## src/rtl/key_pkg.sv

```systemverilog
// Shared definitions for the key debounce/capture stage: state encoding and
// synchroniser depth.
package key_pkg;

    localparam int unsigned SYNC_STAGES = 2;

    localparam logic [1:0] ST_IDLE         = 2'd0;
    localparam logic [1:0] ST_PRESS_WAIT   = 2'd1;
    localparam logic [1:0] ST_HELD         = 2'd2;
    localparam logic [1:0] ST_RELEASE_WAIT = 2'd3;

    typedef enum logic [1:0] {
        StIdle        = ST_IDLE,
        StPressWait   = ST_PRESS_WAIT,
        StHeld        = ST_HELD,
        StReleaseWait = ST_RELEASE_WAIT
    } key_state_e;

endpackage

```

## src/rtl/sync_2ff.sv

```systemverilog
// Multi-flop synchroniser for asynchronous inputs; resets to all-zero.
module sync_2ff
    import key_pkg::*;
#(
    parameter int unsigned WIDTH = 1
) (
    input  logic             clk_i,
    input  logic             rst_ni,
    input  logic [WIDTH-1:0] d_i,
    output logic [WIDTH-1:0] q_o
);

    logic [WIDTH-1:0] stage_q [SYNC_STAGES];

    always_ff @(posedge clk_i or negedge rst_ni) begin
        if (!rst_ni) begin
            for (int unsigned i = 0; i < SYNC_STAGES; i++) begin
                stage_q[i] <= '0;
            end
        end else begin
            stage_q[0] <= d_i;
            for (int unsigned i = 1; i < SYNC_STAGES; i++) begin
                stage_q[i] <= stage_q[i-1];
            end
        end
    end

    assign q_o = stage_q[SYNC_STAGES-1];

endmodule

```

## src/rtl/key_debounce_capture.sv

```systemverilog
// Synchronises and debounces a push-button, emitting one pulse per accepted
// press together with the switch value sampled at that press.
module key_debounce_capture
    import key_pkg::*;
#(
    parameter int unsigned DEBOUNCE_CYCLES = 4,
    parameter bit          KEY_ACTIVE_LOW  = 1'b0,
    parameter int unsigned DATA_W          = 4
) (
    input  logic              clock,
    input  logic              reset,
    input  logic              k,
    input  logic [DATA_W-1:0] in,
    output logic              k_pulse,
    output logic              k_level,
    output logic [DATA_W-1:0] operand
);

    localparam int unsigned    CntW   = (DEBOUNCE_CYCLES > 1) ? $clog2(DEBOUNCE_CYCLES) : 1;
    localparam logic [CntW-1:0] CntMax = CntW'(DEBOUNCE_CYCLES - 1);

    logic              k_norm;
    logic              k_s;
    logic [DATA_W-1:0] in_s;

    key_state_e        state_q;
    logic [CntW-1:0]   cnt_q;
    logic              k_pulse_q;
    logic              k_level_q;
    logic [DATA_W-1:0] operand_q;

    // Normalise polarity so everything downstream treats 1 as pressed.
    assign k_norm = KEY_ACTIVE_LOW ? ~k : k;

    sync_2ff #(
        .WIDTH (1)
    ) u_sync_k (
        .clk_i  (clock),
        .rst_ni (reset),
        .d_i    (k_norm),
        .q_o    (k_s)
    );

    sync_2ff #(
        .WIDTH (DATA_W)
    ) u_sync_in (
        .clk_i  (clock),
        .rst_ni (reset),
        .d_i    (in),
        .q_o    (in_s)
    );

    always_ff @(posedge clock or negedge reset) begin
        if (!reset) begin
            state_q   <= StIdle;
            cnt_q     <= '0;
            k_pulse_q <= 1'b0;
            k_level_q <= 1'b0;
            operand_q <= '0;
        end else begin
            k_pulse_q <= 1'b0;
            unique case (state_q)
                StIdle: begin
                    if (k_s) begin
                        state_q <= StPressWait;
                        cnt_q   <= '0;
                    end
                end
                StPressWait: begin
                    if (!k_s) begin
                        state_q <= StIdle;
                    end else if (cnt_q == CntMax) begin
                        state_q   <= StHeld;
                        k_pulse_q <= 1'b1;
                        k_level_q <= 1'b1;
                        operand_q <= in_s;
                    end else begin
                        cnt_q <= cnt_q + CntW'(1);
                    end
                end
                StHeld: begin
                    if (!k_s) begin
                        state_q <= StReleaseWait;
                        cnt_q   <= '0;
                    end
                end
                StReleaseWait: begin
                    // A brief return to 1 is bounce: back to HELD with no new pulse.
                    if (k_s) begin
                        state_q <= StHeld;
                    end else if (cnt_q == CntMax) begin
                        state_q   <= StIdle;
                        k_level_q <= 1'b0;
                    end else begin
                        cnt_q <= cnt_q + CntW'(1);
                    end
                end
            endcase
        end
    end

    assign k_pulse = k_pulse_q;
    assign k_level = k_level_q;
    assign operand = operand_q;

endmodule
```

## config.mk

```make
export PLATFORM = sky130hd
export DESIGN_NAME = key_debounce_capture
export DESIGN_NICKNAME = d
export VERILOG_FILES = /design/src/rtl/key_pkg.sv /design/src/rtl/sync_2ff.sv /design/src/rtl/key_debounce_capture.sv
export SDC_FILE = /design/constraint.sdc
export NUM_CORES = 1
export LEC_CHECK = 0
export CORE_MARGIN = 4
export CORE_UTILIZATION = 51
export DETAILED_ROUTE_END_ITERATION = 6
export GPL_ROUTABILITY_DRIVEN = 0
export PLACE_DENSITY = 0.76
export RECOVER_POWER = 25
export SLEW_MARGIN = 5
export SYNTH_ARGS = -nofsm -noshare
export SYNTH_HDL_FRONTEND = slang
export SYNTH_HIERARCHICAL = 1
export SYNTH_SLANG_ARGS = --single-unit
export TNS_END_PERCENT = 20
```

## constraint.sdc

```tcl
create_clock -name clock -period 4.04 [get_ports clock]
set_clock_uncertainty 0.2 [all_clocks]
set_input_delay 1.01 -clock clock [delete_from_list [all_inputs] [get_ports clock]]
set_output_delay 1.01 -clock clock [all_outputs]
set_load 0.02 [all_outputs]
```

Word level (Yosys, flattened, before mapping)
Index checks and enable logic that the tools add are counted.

word-level totals
  register bits = 20
  input bits = 7
  logic and storage cells = 49

cells by class
  add/sub/neg operators = 1
  eq/ne operators = 12
  multiplexer cells = 21
  reductions and logical operators = 6

operators with widths
  operator               count
  $mux W2                11
  $pmux W2 S4            2
  $ne A2 B2 Y1 const B   4
  $reduce_and A4 Y1      2
  $mux W1                7
  $eq A2 B2 Y1 const B   3
  $reduce_and A5 Y1      1
  $ne A2 B1 Y1 const B   2
  $ne A3 B2 Y1 const B   1
  $ne A3 B3 Y1 const B   1
  $reduce_and A3 Y1      1
  $add A2 B1 Y2 const B  1
  $eq A2 B1 Y1 const B   1
  $logic_not A2 Y1       1
  $pmux W1 S2            1
  $reduce_bool A2 Y1     1

Logic depth before layout (Yosys ltp)
  depth after elaboration = 4
  gate-level depth with buffers = 4
  gate-level depth less buffers = 4

Cells and area by module
Netlist, hierarchy kept.

modules (own cells, without submodules)
  module                 instances  cells an instance  area an instance (µm²)
  key_debounce_capture   1          32                 420.4
  sync_2ff at u_sync_in  1          12                 230.2
  sync_2ff at u_sync_k   1          2                  50.0

Least setup slack after synthesis
Ideal clock, no wire load.

  path kind = reg-to-output
  from = reg k_level_q (netlist: k_level)
  to = out k_level
  arrival = 433 ps
  data required time = 2830 ps
  slack = 2397 ps
  stages on the path, launching flop included = 1
  buffers on the path = 0
  path through = dfrtp_1

RTL lines
  what                    line                        RTL
  start, declared         key_debounce_capture.sv:29  logic k_level_q;
  start signal, assigned  key_debounce_capture.sv:58  k_level_q <= 1'b0;
  start signal, assigned  key_debounce_capture.sv:75  k_level_q <= 1'b1;
  start signal, assigned  key_debounce_capture.sv:93  k_level_q <= 1'b0;
  end, declared           key_debounce_capture.sv:15  output logic k_level,

No word-level cell between the ends.

Worst setup path after layout
  from = reg k_level_q (netlist: k_level)
  to = out k_level

No word-level cell between the ends.

==> impl_metrics.json <==
{
  "status": "completed",
  "place_inst": 69,
  "finalSetupTns_ps": 0,
  "finalCritPeriodShare": 0.6113,
  "cap_viol_max_count": 0,
  "grt_use_met3": 0.02390,
  "grt_usage": 0.09908,
  "post-place-ws_ps": 1767,
  "hp-class": "reg -> reg",
  "antenna_cells": 0,
  "setup_viol_count_final": 0,
  "synthCells": 46,
  "numCtsBuffers": 3,
  "wirelength_microns": 866,
  "power_frac_seq": 0.547,
  "grt_max_degree": 21,
  "relSlewSlack": 0.4520,
  "drv_slew": 0,
  "critPathTopFamily": "buffers and inverters",
  "die_w_microns": 45.07,
  "grt_pass1_wl_microns": 1442,
  "ctsResizeCount": 0,
  "synth_top_family_by_area": "multiplexers",
  "met2_usage": 0.1497,
  "yosys.area.top_type": "dfrtp_1",
  "hold_buffers": 0,
  "clock_latency_ps": 290,
  "die_h_microns": 45.07,
  "cp.required_ps": 2830,
  "yosys.area_share.simple": 0.05714,
  "initial_core_util": 0.5385,
  "worstPathCellList": "clkdlybuf4s50_1",
  "drc": 0,
  "grt_overflow": 0,
  "grt_busiest_layer": "met2",
  "syn_area_per_cell_sq_um": 15.23,
  "drt_first_pass_iters": 3,
  "stdcell_count": 73,
  "syn_to_final_growth_pct": 20.71,
  "num_vias": 373,
  "crit_path_start_kind": "flip-flop",
  "synth_nets": 55,
  "worst_pin_slew_ps": 819.5,
  "numClockSinks": 20,
  "synth-compound-area-share": 0.05179,
  "end_kind": "output port",
  "viasPerCell": 5.110,
  "core_sq_um": 1301,
  "seq_area_frac_synth": 0.7143,
  "intPower_mw": 0.3510,
  "synth-xor-area-share": 0.01250,
  "antenna_found_initial": 0,
  "yosys.area_share.adder": 0.03571,
  "p_sw_mw": 0.1325,
  "synthesis.area_sq_um": 700.7,
  "critPathBufInv": 1,
  "finalHoldViolCount": 0,
  "comb_power_share": 0.226,
  "arrival_ps": 1260,
  "cts_max_path_buffers": 2,
  "cp_max_fo": 3,
  "switching_share": 0.2740,
  "grt_use_met1": 0.1237,
  "crit_slowest_cell": "clkdlybuf4s50_1",
  "critPathMaxStageDelay_ps": 610,
  "grt_pass1_vias": 372,
  "cts_root_buf": "clkbuf_4",
  "clkTransAtPathRegs_ps": 100,
  "rsz0062_at_grt": "false",
  "synth_top_area_share": 0.7143,
  "power.density_nw_per_um2": 571.7,
  "layout-drive-gt1-share": 0.1552,
  "layout.nets": 68,
  "io_buffers": 12,
  "hpwl_microns": 640.8,
  "post_cts_buffers": 0,
  "cts-htree-levels": 1,
  "path_class": "reg -> out",
  "io_pins": 13,
  "p_clk_frac": 0.227,
  "ys_types": 14,
  "synthMuxAreaShare": 0.08036,
  "synth_seq_cells": 20,
  "setup_ws_ps": 1570,
  "yosys_warnings": 6,
  "row_count": 13,
  "cts_tree": "built",
  "die-area_sq_um": 2031,
  "leakage_nw": 0.3940,
  "wl_per_cell_microns": 11.86,
  "synth_top_cells_by_area": "dfrtp_1 71%, mux2_2 8.0%, buf_4 4.3%",
  "drt-initial-drc-count": 1,
  "max-vdd-ir-drop_v": 0.0003168,
  "ant_nets": 0,
  "period_needed_ps": 2470,
  "fmax_mhz": 404.9
}
-- final timing paths --
path                            slack (ps)                 start  depth (start not counted)              endpoint
worst max-delay path                  1570               k_level                          1               k_level
worst min-delay path                   150  u_sync_in/stage_q[7]                          0      u_sync_in/q_o[3]
worst max register to register        2450              cnt_q[0]                          3            operand[1]
worst min register to register         150  u_sync_in/stage_q[7]                          0      u_sync_in/q_o[3]
min in group asynchronous              990                 reset                          1            operand[3]
max in group asynchronous             2150                 reset                          1  u_sync_in/stage_q[7]
-- placed cells by master, fill, tap and decap left out --
master,count
dfrtp_1,20
clkdlybuf4s50_1,9
mux2_2,5
o21ai_0,4
clkbuf_4,3
dlygate4sd3_1,3
nand2_1,2
a21oi_1,2
ha_1,2
nand4b_1,1
inv_1,1
xnor2_1,1
nand3b_1,1
and2_1,1
or4b_1,1
a31oi_1,1
clkbuf_8,1
-- cell families (layout without fill, tap and decap cells) --
logic type | Yosys count | in the layout
xor gates and xnor gates | 1 | 1
muxes | 5 | 5
adders and majority gates | 2 | 2
buffers and inverters | 5 | 17
and+or+nand+nor | 6 | 6
DFF | 20 | 20
AOI/OAI and AO/OA | 7 | 7
-- final cells by class --
| cell class | count | area, sq um |
|---|---|---|
| clock buffer | 4 | 36.28 |
| timing repair buffer | 12 | 120.1 |
| inverter | 1 | 3.754 |
| fill | 112 | 455.4 |
| tap | 15 | 18.77 |
| multi-input combinational | 21 | 166.4 |
| sequential | 20 | 500.5 |
-- cells in the mapped netlist --
cell / number
a21oi_1: 2
a31oi_1: 1
and2_1: 1
buf_4: 4
dfrtp_1: 20
ha_1: 2
inv_1: 1
mux2_2: 5
nand2_1: 2
nand3b_1: 1
nand4b_1: 1
o21ai_0: 4
or4b_1: 1
xnor2_1: 1
-- worst reg2reg max path: stages, from the launching register on --
cell and delay [ps]:
dfrtp_1 420, ha_1 240, nand4b_1 250, mux2_2 370
-- power by group through the flow --
| stage | sequential, mW | clock [mW] | combinational [mW] |
|---|---|---|---|
| after detailed placement | 0.269 | 0 | 0.111 |
| after global placement | 0.267 | 0 | 0.109 |
| after floorplan | 0.280 | 0 | 0.0525 |
| after CTS | 0.264 | 0.113 | 0.112 |
| final | 0.264 | 0.110 | 0.110 |
| after global routing | 0.271 | 0.122 | 0.120 |
-- registers in the layout, indices dropped and copies added, names as in the netlist, named ones only --
name / flops
u_sync_in/q_o: 4
state_q: 1
k_pulse: 1
cnt_q: 2
u_sync_k/q_o: 1
k_level: 1
operand: 4
u_sync_k/stage_q: 1
u_sync_in/stage_q: 4
-- metrics by stage --
| stage | total power, mW | hold WS (ps) | util | instance area [sq um] |
|---|---|---|---|---|
| 2_1_floorplan | 0.3321 | 131.2 | - | 700.7 |
| 6_report | 0.4835 | 153.5 | 0.6500 | 845.8 |
| 5_1_grt | 0.5118 | 158.5 | 0.6500 | 845.8 |
| 4_1_cts | 0.4887 | 157.5 | 0.6500 | 845.8 |
| 3_5_place_dp | 0.3800 | 136.2 | 0.6221 | 809.5 |
| 3_3_place_gp | 0.3755 | 132.2 | 0.6221 | 809.5 |
-- metal layers --
metal  wire length [microns]  part of all wire
met2                     371              0.43
met3                      63             0.073
met1                     431              0.50
met4                       0                 0
met5                       0                 0
Note: power is estimated with default switching activity, not from simulation.
